===== src/rtl/io_rx_buffer_pkg.sv =====
// Shared widths, byte-counter type and packer state encodings
// for the peripheral receive buffer.
package io_pkg;

  localparam int IO_WORD_W         = 32;
  localparam int IO_BYTE_W         = 8;
  localparam int IO_BYTES_PER_WORD = 4;

  typedef logic [1:0] byte_cnt_t;

  localparam byte_cnt_t BYTE0 = 2'd0;
  localparam byte_cnt_t BYTE1 = 2'd1;
  localparam byte_cnt_t BYTE2 = 2'd2;
  localparam byte_cnt_t BYTE3 = 2'd3;

endpackage


===== src/rtl/io_rx_buffer_if.sv =====
// Byte-in / word-out bus between the I/O device, the receive buffer and the DMA.
// Master is the device/DMA side; slave is the buffer itself.
interface io_rx_buffer_if
  import io_pkg::*;
#(
  parameter int FIFO_DEPTH = 4
);

  localparam int LVL_W = $clog2(FIFO_DEPTH) + 1;

  logic                 byte_valid;
  logic [IO_BYTE_W-1:0] byte_data;
  logic                 flush;
  logic                 dma_ack;
  logic [IO_WORD_W-1:0] io_data;
  logic                 new_data_ready;
  logic                 overflow;
  logic [LVL_W-1:0]     level;

  modport master (
    output byte_valid, byte_data, flush, dma_ack,
    input  io_data, new_data_ready, overflow, level
  );

  modport slave (
    input  byte_valid, byte_data, flush, dma_ack,
    output io_data, new_data_ready, overflow, level
  );

endinterface


===== src/rtl/io_word_fifo.sv =====
// First-word-fall-through word FIFO with extra-MSB pointers; a push into a full
// FIFO is accepted only when a pop frees the head slot on the same edge.
module io_word_fifo
  import io_pkg::*;
#(
  parameter int DEPTH = 4
) (
  input  logic                       clk,
  input  logic                       reset,
  input  logic                       flush_i,
  input  logic                       push_i,
  input  logic [IO_WORD_W-1:0]       data_i,
  input  logic                       pop_i,
  output logic [IO_WORD_W-1:0]       data_o,
  output logic                       push_accept_o,
  output logic                       full_o,
  output logic                       empty_o,
  output logic [$clog2(DEPTH):0]     level_o
);

  localparam int PW = $clog2(DEPTH) + 1;
  localparam int AW = PW - 1;

  logic [IO_WORD_W-1:0] mem_q [DEPTH];
  logic [PW-1:0]        wr_q, wr_d, rd_q, rd_d;
  logic                 pop_ok, push_ok;

  assign empty_o = (wr_q == rd_q);
  assign full_o  = (wr_q[AW] != rd_q[AW]) && (wr_q[AW-1:0] == rd_q[AW-1:0]);
  assign pop_ok  = pop_i && !empty_o;
  assign push_ok = push_i && (!full_o || pop_ok);

  assign push_accept_o = push_ok;
  assign level_o       = wr_q - rd_q;
  assign data_o        = empty_o ? '0 : mem_q[rd_q[AW-1:0]];

  always_comb begin
    wr_d = wr_q;
    rd_d = rd_q;
    if (flush_i) begin
      wr_d = '0;
      rd_d = '0;
    end else begin
      if (push_ok) wr_d = wr_q + PW'(1);
      if (pop_ok)  rd_d = rd_q + PW'(1);
    end
  end

  always_ff @(posedge clk or negedge reset) begin
    if (!reset) begin
      wr_q <= '0;
      rd_q <= '0;
    end else begin
      wr_q <= wr_d;
      rd_q <= rd_d;
    end
  end

  // Storage needs no reset: data_o is gated to zero whenever the FIFO is empty.
  always_ff @(posedge clk) begin
    if (!flush_i && push_ok) mem_q[wr_q[AW-1:0]] <= data_i;
  end

endmodule


===== src/rtl/io_rx_buffer.sv =====
// Packs little-endian bytes into 32-bit words, queues them for the DMA and
// records dropped words in a sticky overflow flag.
module io_rx_buffer
  import io_pkg::*;
#(
  parameter int FIFO_DEPTH = 4
) (
  input  logic          clk,
  input  logic          reset,
  io_rx_buffer_if.slave bus
);

  localparam int PART_W = IO_BYTE_W * (IO_BYTES_PER_WORD - 1);

  byte_cnt_t           cnt_q, cnt_d;
  logic [PART_W-1:0]   partial_q, partial_d;
  logic                overflow_q, overflow_d;
  logic                word_done;
  logic                push_accept;
  logic                fifo_full, fifo_empty;
  logic [IO_WORD_W-1:0] fifo_head;

  assign word_done = bus.byte_valid && !bus.flush && (cnt_q == BYTE3);

  io_word_fifo #(
    .DEPTH(FIFO_DEPTH)
  ) u_fifo (
    .clk           (clk),
    .reset         (reset),
    .flush_i       (bus.flush),
    .push_i        (word_done),
    .data_i        ({bus.byte_data, partial_q}),
    .pop_i         (bus.dma_ack),
    .data_o        (fifo_head),
    .push_accept_o (push_accept),
    .full_o        (fifo_full),
    .empty_o       (fifo_empty),
    .level_o       (bus.level)
  );

  assign bus.io_data        = fifo_head;
  assign bus.new_data_ready = !fifo_empty;
  assign bus.overflow       = overflow_q;

  // Flush wins over any byte presented in the same cycle; the byte is lost.
  always_comb begin
    cnt_d      = cnt_q;
    partial_d  = partial_q;
    overflow_d = overflow_q;
    if (bus.flush) begin
      cnt_d      = BYTE0;
      partial_d  = '0;
      overflow_d = 1'b0;
    end else if (bus.byte_valid) begin
      cnt_d = cnt_q + 2'd1;
      case (cnt_q)
        BYTE0:   partial_d[7:0]   = bus.byte_data;
        BYTE1:   partial_d[15:8]  = bus.byte_data;
        BYTE2:   partial_d[23:16] = bus.byte_data;
        default: partial_d        = '0;
      endcase
      if (word_done && !push_accept) overflow_d = 1'b1;
    end
  end

  always_ff @(posedge clk or negedge reset) begin
    if (!reset) begin
      cnt_q      <= BYTE0;
      partial_q  <= '0;
      overflow_q <= 1'b0;
    end else begin
      cnt_q      <= cnt_d;
      partial_q  <= partial_d;
      overflow_q <= overflow_d;
    end
  end

  // Full is only consumed through push_accept; kept on the FIFO for reuse.
  logic unused_full;
  assign unused_full = fifo_full;

endmodule

===== src/flat_wrapper.sv =====
// flat-port wrapper written by rule: the top's interface ports become plain ports
module io_rx_buffer_flat import io_pkg::*;
#(
  parameter int FIFO_DEPTH = 4
)
  (clk, reset, bus_byte_valid, bus_byte_data, bus_flush, bus_dma_ack, bus_io_data, bus_new_data_ready, bus_overflow, bus_level);
  io_rx_buffer_if #(.FIFO_DEPTH(FIFO_DEPTH)) bus_i ();
  input  logic clk;
  input  logic reset;
  input wire logic [$bits(bus_i.byte_valid)-1:0] bus_byte_valid;
  input wire logic [$bits(bus_i.byte_data)-1:0] bus_byte_data;
  input wire logic [$bits(bus_i.flush)-1:0] bus_flush;
  input wire logic [$bits(bus_i.dma_ack)-1:0] bus_dma_ack;
  output wire logic [$bits(bus_i.io_data)-1:0] bus_io_data;
  output wire logic [$bits(bus_i.new_data_ready)-1:0] bus_new_data_ready;
  output wire logic [$bits(bus_i.overflow)-1:0] bus_overflow;
  output wire logic [$bits(bus_i.level)-1:0] bus_level;
  assign bus_i.byte_valid = bus_byte_valid;
  assign bus_i.byte_data = bus_byte_data;
  assign bus_i.flush = bus_flush;
  assign bus_i.dma_ack = bus_dma_ack;
  assign bus_io_data = bus_i.io_data;
  assign bus_new_data_ready = bus_i.new_data_ready;
  assign bus_overflow = bus_i.overflow;
  assign bus_level = bus_i.level;
  io_rx_buffer #(.FIFO_DEPTH(FIFO_DEPTH)) u_core (.clk(clk), .reset(reset), .bus(bus_i));
endmodule

===== config.mk =====
export PLATFORM = sky130hd
export DESIGN_NAME = io_rx_buffer_flat
export DESIGN_NICKNAME = d
export VERILOG_FILES = /design/src/rtl/io_rx_buffer_pkg.sv /design/src/rtl/io_rx_buffer_if.sv /design/src/rtl/io_word_fifo.sv /design/src/rtl/io_rx_buffer.sv /design/src/flat_wrapper.sv
export SDC_FILE = /design/constraint.sdc
export NUM_CORES = 1
export LEC_CHECK = 0
export CORE_MARGIN = 2
export CORE_UTILIZATION = 58
export DETAILED_ROUTE_END_ITERATION = 6
export GPL_ROUTABILITY_DRIVEN = 0
export MAX_ROUTING_LAYER = met4
export PLACE_DENSITY = 0.77
export SETUP_SLACK_MARGIN = 0.5
export SYNTH_ARGS = -nofsm -noshare
export SYNTH_HDL_FRONTEND = slang
export SYNTH_SLANG_ARGS = --single-unit

===== constraint.sdc =====
create_clock -name clk -period 3.08 [get_ports clk]
set_input_delay 0.616 -clock clk [delete_from_list [all_inputs] [get_ports clk]]
set_output_delay 0.616 -clock clk [all_outputs]
set_load 0.03 [all_outputs]

Word-level counts from Yosys, hierarchy flattened
Memory sizes are Yosys's and may differ from the RTL's.
Cells that the tools add are included.
Cells by class
  add/subtract/negate cells: 4
  equal/unequal tests: 9
  mux-type cells: 17
  reduce and logical (&&, ||, !) cells: 24
Operators with widths (count)
  24-bit two-way mux: 2
  8-bit one-hot mux with 2 select lines: 3
  32-bit two-way mux: 1
  3-bit two-way mux: 4
  2-bit AND reduction: 4
  2-bit nonzero test: 4
  1-bit logical AND: 7
  3-bit by 1-bit adder with 3-bit output (second input constant): 2
  2-bit by 1-bit != test with 1-bit output (second input constant): 3
  2-bit OR reduction: 3
  1-bit two-way mux: 5
  2-bit == test (second input constant): 2
  1-bit logical NOT: 4
  2-bit two-way mux: 2
  3-bit == test: 1
  3-bit subtractor: 1
  2-bit by 1-bit adder with 2-bit output (second input constant): 1
  2-bit by 1-bit == test with 1-bit output (second input constant): 1
  2-bit == test: 1
  2-bit logical NOT: 1
  1-bit logical OR: 1
  1-bit != test: 1
Storage, ports and cells
  register bits: 33
  memory bits (writable): 128
  input bits: 13
  logic and storage cells: 62
  memories kept: 1
Memory list
  u_core.u_fifo.mem_q: words 4, bits a word 32, read ports 1, clocked after Yosys merged registers in 0, write ports 1, line io_word_fifo.sv:24  | logic [IO_WORD_W-1:0] mem_q [DEPTH];

Longest topological paths before layout
  depth after elaboration: 10
  depth in mapped cells: 9
  gate-level depth less buffers: 5

Cells and area by module
From an unflattened synthesis, not the netlist that was laid out.
Second synthesis, totals
  cell total of the unflattened synthesis: 390
  area total of the unflattened synthesis: 6590.1 um^2
Modules (own cells, without submodules)
  io_word_fifo: times used 1, cells an instance 260, area each 5356.4 um^2, seq. area each 3993.8 um^2
  io_rx_buffer: times used 1, cells an instance 130, area each 1233.7 um^2, seq. area each 675.6 um^2

Worst setup path after synthesis
Ideal clock, no wire load.
  path kind: reg-to-output
  start point: register u_core.u_fifo.rd_q[1]
  end point: output bus_io_data[10]
  arrival: 2185 ps
  data required time: 2464 ps
  path slack: 279 ps
  cell stages (with the launch flop): 10
  buffers on the path: 4
  path through: dfrtp_1 clkbuf_1 buf_2 inv_1 ha_1 and2_1 and2_4 buf_6 buf_2 nor2b_1
Between the ends
  word-level cells in the longest chain between the ends: 2
  elaborated cells on any way between the ends: 3
  classes of those cells: eq/ne (1); mux (1); memory (1)
Ends and longest elaborated chain
  start: declaration: line io_word_fifo.sv:25  | logic [PW-1:0] wr_q, wr_d, rd_q, rd_d;
  start signal: assignment: line io_word_fifo.sv:55  | rd_q <= rd_d;
  memory read 4 x 32 bit or 3-bit == test (tied branches)
  32-bit two-way mux *: line io_word_fifo.sv:35  | assign data_o = empty_o ? '0 : mem_q[rd_q[AW-1:0]];
  end: declaration: line flat_wrapper.sv:14  | output wire logic [$bits(bus_i.io_data)-1:0] bus_io_data;
Every way passes the cells marked *; elsewhere a longest branch is shown, timed or not.

Worst setup path in the final report
  start point: register u_core.u_fifo.rd_q[1]
  end point: output bus_io_data[2]
The elaborated chain is that of the path after synthesis.

==> impl_results.md <==
* Final worst path period share at 89.7%
* WL final at 14100 um
* Cells after DPL at 549
* Largest net degree at the start of global routing at 36
* CTS Buf Count at 17
* # hold bufs at CTS at 0
* Hold crit path type: in -> async
* Overall power at 4.69 mW
* Fillers at 585
* 1st-pass router iterations at 5
* Synth async-reset ratio at 20.5%
* Clk pwr share at 41.9%
* Worst slew margin at 48.6%
* Crit path DAT at 2150 ps
* RSZ-0062 raised after global routing: yes
* Drc violations at 0
* Starting Density at 59.8%
* I/O Pins at 50
* Die X at 110 um
* PnR worst setup slack at 318 ps
* Synth top cells by count: edfxtp_1 (128), nor2b_1 (35), dfrtp_1 (33), mux4_2 (32), nand2_1 (22)
* Area of the mapped netlist at 6510 sq um
* H-tree depth at 4
* I/O Buffers at 49
* GRT Overall Usage at 25.0%
* YS warnings at 0
* Synthesized area per cell at 17.7 sq um
* Endpoints failing setup at 0
* P_sw at 1.04 mW
* CTS Buffer Depth at 2
* Synth top area share at 59.0%
* Count leader, synth: edfxtp_1
* Max IR drop VDD at 0.487 mV
* Clock tree from TritonCTS: built
* Reg area at 4670 sq um
* Lkg Pwr at 3.16 nW
* EDFF count, synth at 128
* Synth area leaders: edfxtp_1 (59%), dfrtp_1 (13%), mux4_2 (11%)
* FP Rows at 38
* Syn_nets at 392
* Area of the multi-input gates at 1920 sq um
* Synthesized instance count at 367
* Clk slew on worst S/H paths at 60 ps
* Count of cell types in the netlist at 35
* Net Sw Frac at 22.1%
* Worst R2R Setup Slack at 610 ps
* Vias per cell at 6.06
* Tmin final at 2760 ps
* Clock skew at 6.08 ps
* Seq cells post-synth at 161
* First-pass GRT wire length at 20500 um
* Outcome: finished, final reports clean
* Initial antenna violation count at 0
* Dpl hpwl at 7370 um
* Critical path type: reg -> out
* Root buf cell: clkbuf_8
* PD cells at 557 nW/um^2
* Via count at 3672
* Clock Sinks at 161
* Antenna diodes at 0
* Die height at 110 um
* Vias in the first global route at 3679
* Fraction of layout cells with a size suffix above 1 at 39.7%
* Worst EP required at 2460 ps
* Critical Path Fanout Max at 6
* Crit path capture type: output pin
* Grt ovf at 0
* Die ar. at 12100 sq um
* Top FF cell, synth: edfxtp_1
* Top cell type by total area after synthesis: edfxtp_1
* Final ANT Viol Nets at 0
* Slew at the pin with the worst max-slew slack at 771 ps
* Post-synthesis sequential area ratio at 71.7%
* Final setup TNS at 0 ps
* Combinational power share at 7.3%
* Type of origin of the critical path: flip-flop
* Place WS at 150 ps
* Clk_lat worst skew at 530 ps
* P_int at 3.65 mW
* Max-cap violation count at 0
* P&R area growth vs syn at 29.2%
* Fin cells at 606
* Seq pwr share at 50.8%
* Final Hold Fails at 0
* Final net count at 478
* Core ar. at 10900 sq um
* Max Clk Rate at 362 MHz
* WL per Instance at 23.3 um
* Max-slew violations at 0
* Drt first-iter violations at 397
-- layer usage --
layer,GRT usage (%),part of all wire (%)
met3,5.75,6.4
met1,33.1,41
met5,-,0
met2,38.0,51
met4,10.0,2.0
-- logic make-up (layout without fill, tap and decap cells) --
kind of cell | Yosys count | after routing | synth area share (%)
fa+ha+maj | 12 | 12 | 2.42
flops | 161 | 161 | 71.7
xor+xnor | 3 | 3 | 0.519
simple gates | 88 | 89 | 7.34
buf+inv | 33 | 131 | 2.61
compound gates | 32 | 32 | 3.31
mux | 38 | 38 | 12.1
-- final timing paths --
check / cells after the start / from / endpoint
setup / recovery: 8 / u_core.u_fifo.rd_q[1]$_DFFE_PN0P_ / bus_io_data[2]
hold / removal: 2 / reset / u_core.bus.overflow$_DFFE_PN0P_
setup reg to reg: 5 / u_core.cnt_q[0]$_DFFE_PN0P_ / u_core.u_fifo.mem_q[2][27]$_DFFE_PP_
hold reg to reg: 0 / u_core.partial_q[15]$_DFFE_PN0P_ / u_core.u_fifo.mem_q[2][15]$_DFFE_PP_
max in group asynchronous: 2 / reset / u_core.u_fifo.rd_q[0]$_DFFE_PN0P_
min in group clk: 0 / u_core.partial_q[15]$_DFFE_PN0P_ / u_core.u_fifo.mem_q[2][15]$_DFFE_PP_
-- flip-flops by register name (all words and copies together) (netlist names) --
signal and count:
u_core.bus.overflow 1, u_core.cnt_q 2, u_core.partial_q 24, u_core.u_fifo.mem_q 128
u_core.u_fifo.rd_q 3, u_core.u_fifo.wr_q 3
-- layout by cell type, fill, tap and decap left out, drive strengths merged --
cell type	count
or2b	1
clkinvlp	3
fa	1
a21oi	18
nand2b	1
and2	6
o211a	1
dfrtp	33
xnor2	3
nand2	22
bufinv	1
a311o	1
nor2b	35
nor2	6
mux4	32
a22o	8
buf	72
and4	1
ha	11
a2111oi	1
o2111ai	1
edfxtp	128
clkinv	5
a32o	1
nand3	8
clkdlybuf4s50	13
mux2	2
dlygate4sd2	1
inv	12
nand3b	1
mux2i	4
clkbuf	24
nand4	8
a21boi	1
-- area by class of cell --
type                    count  share of cell area, %
flip-flops and latches    161                   55.5
multi-input cells         174                   22.8
repair buffers             89                   12.4
clock buffers              21                   5.46
well taps                 140                   2.08
clock inverters            11                   1.25
inverters                  10                  0.476
-- metrics by stage --
| stage | hold slack (ps) | utilization (%) | instance area [sq um] |
|---|---|---|---|
| after CTS | 497 | 73.9 | 8050 |
| after global routing | 528 | 77.3 | 8410 |
| after global placement | 484 | 66.9 | 7280 |
| after detailed placement | 512 | 66.9 | 7280 |
| after floorplan | 320 | - | 6610 |
| final | 497 | 77.3 | 8410 |
-- worst max-delay path: stages (launching register included) --
cell and delay, ps:
dfrtp_1 410, inv_2 80, ha_4 200, and2_4 150, and2_4 220, buf_4 160, buf_4 140, nor2b_4 120
buf_6 140
-- power groups by stage --
stage / sequential, mW / combinational, mW / clock, mW
finish: 2.38 / 0.344 / 1.96
global route: 2.38 / 0.365 / 2.07
CTS: 2.38 / 0.307 / 1.98
detailed placement: 2.43 / 0.276 / 0
global placement: 2.42 / 0.270 / 0
floorplan: 2.41 / 0.173 / 0
-- repair_timing --
item | CTS | global route
pin swaps | 3 | 3
gates cloned | 3 | 3
resized for setup | 225 | 66
setup buffers | 12 | 7
setup endpoints to repair | 36 | 35
No activity file was read; power rests on OpenSTA's default activity.
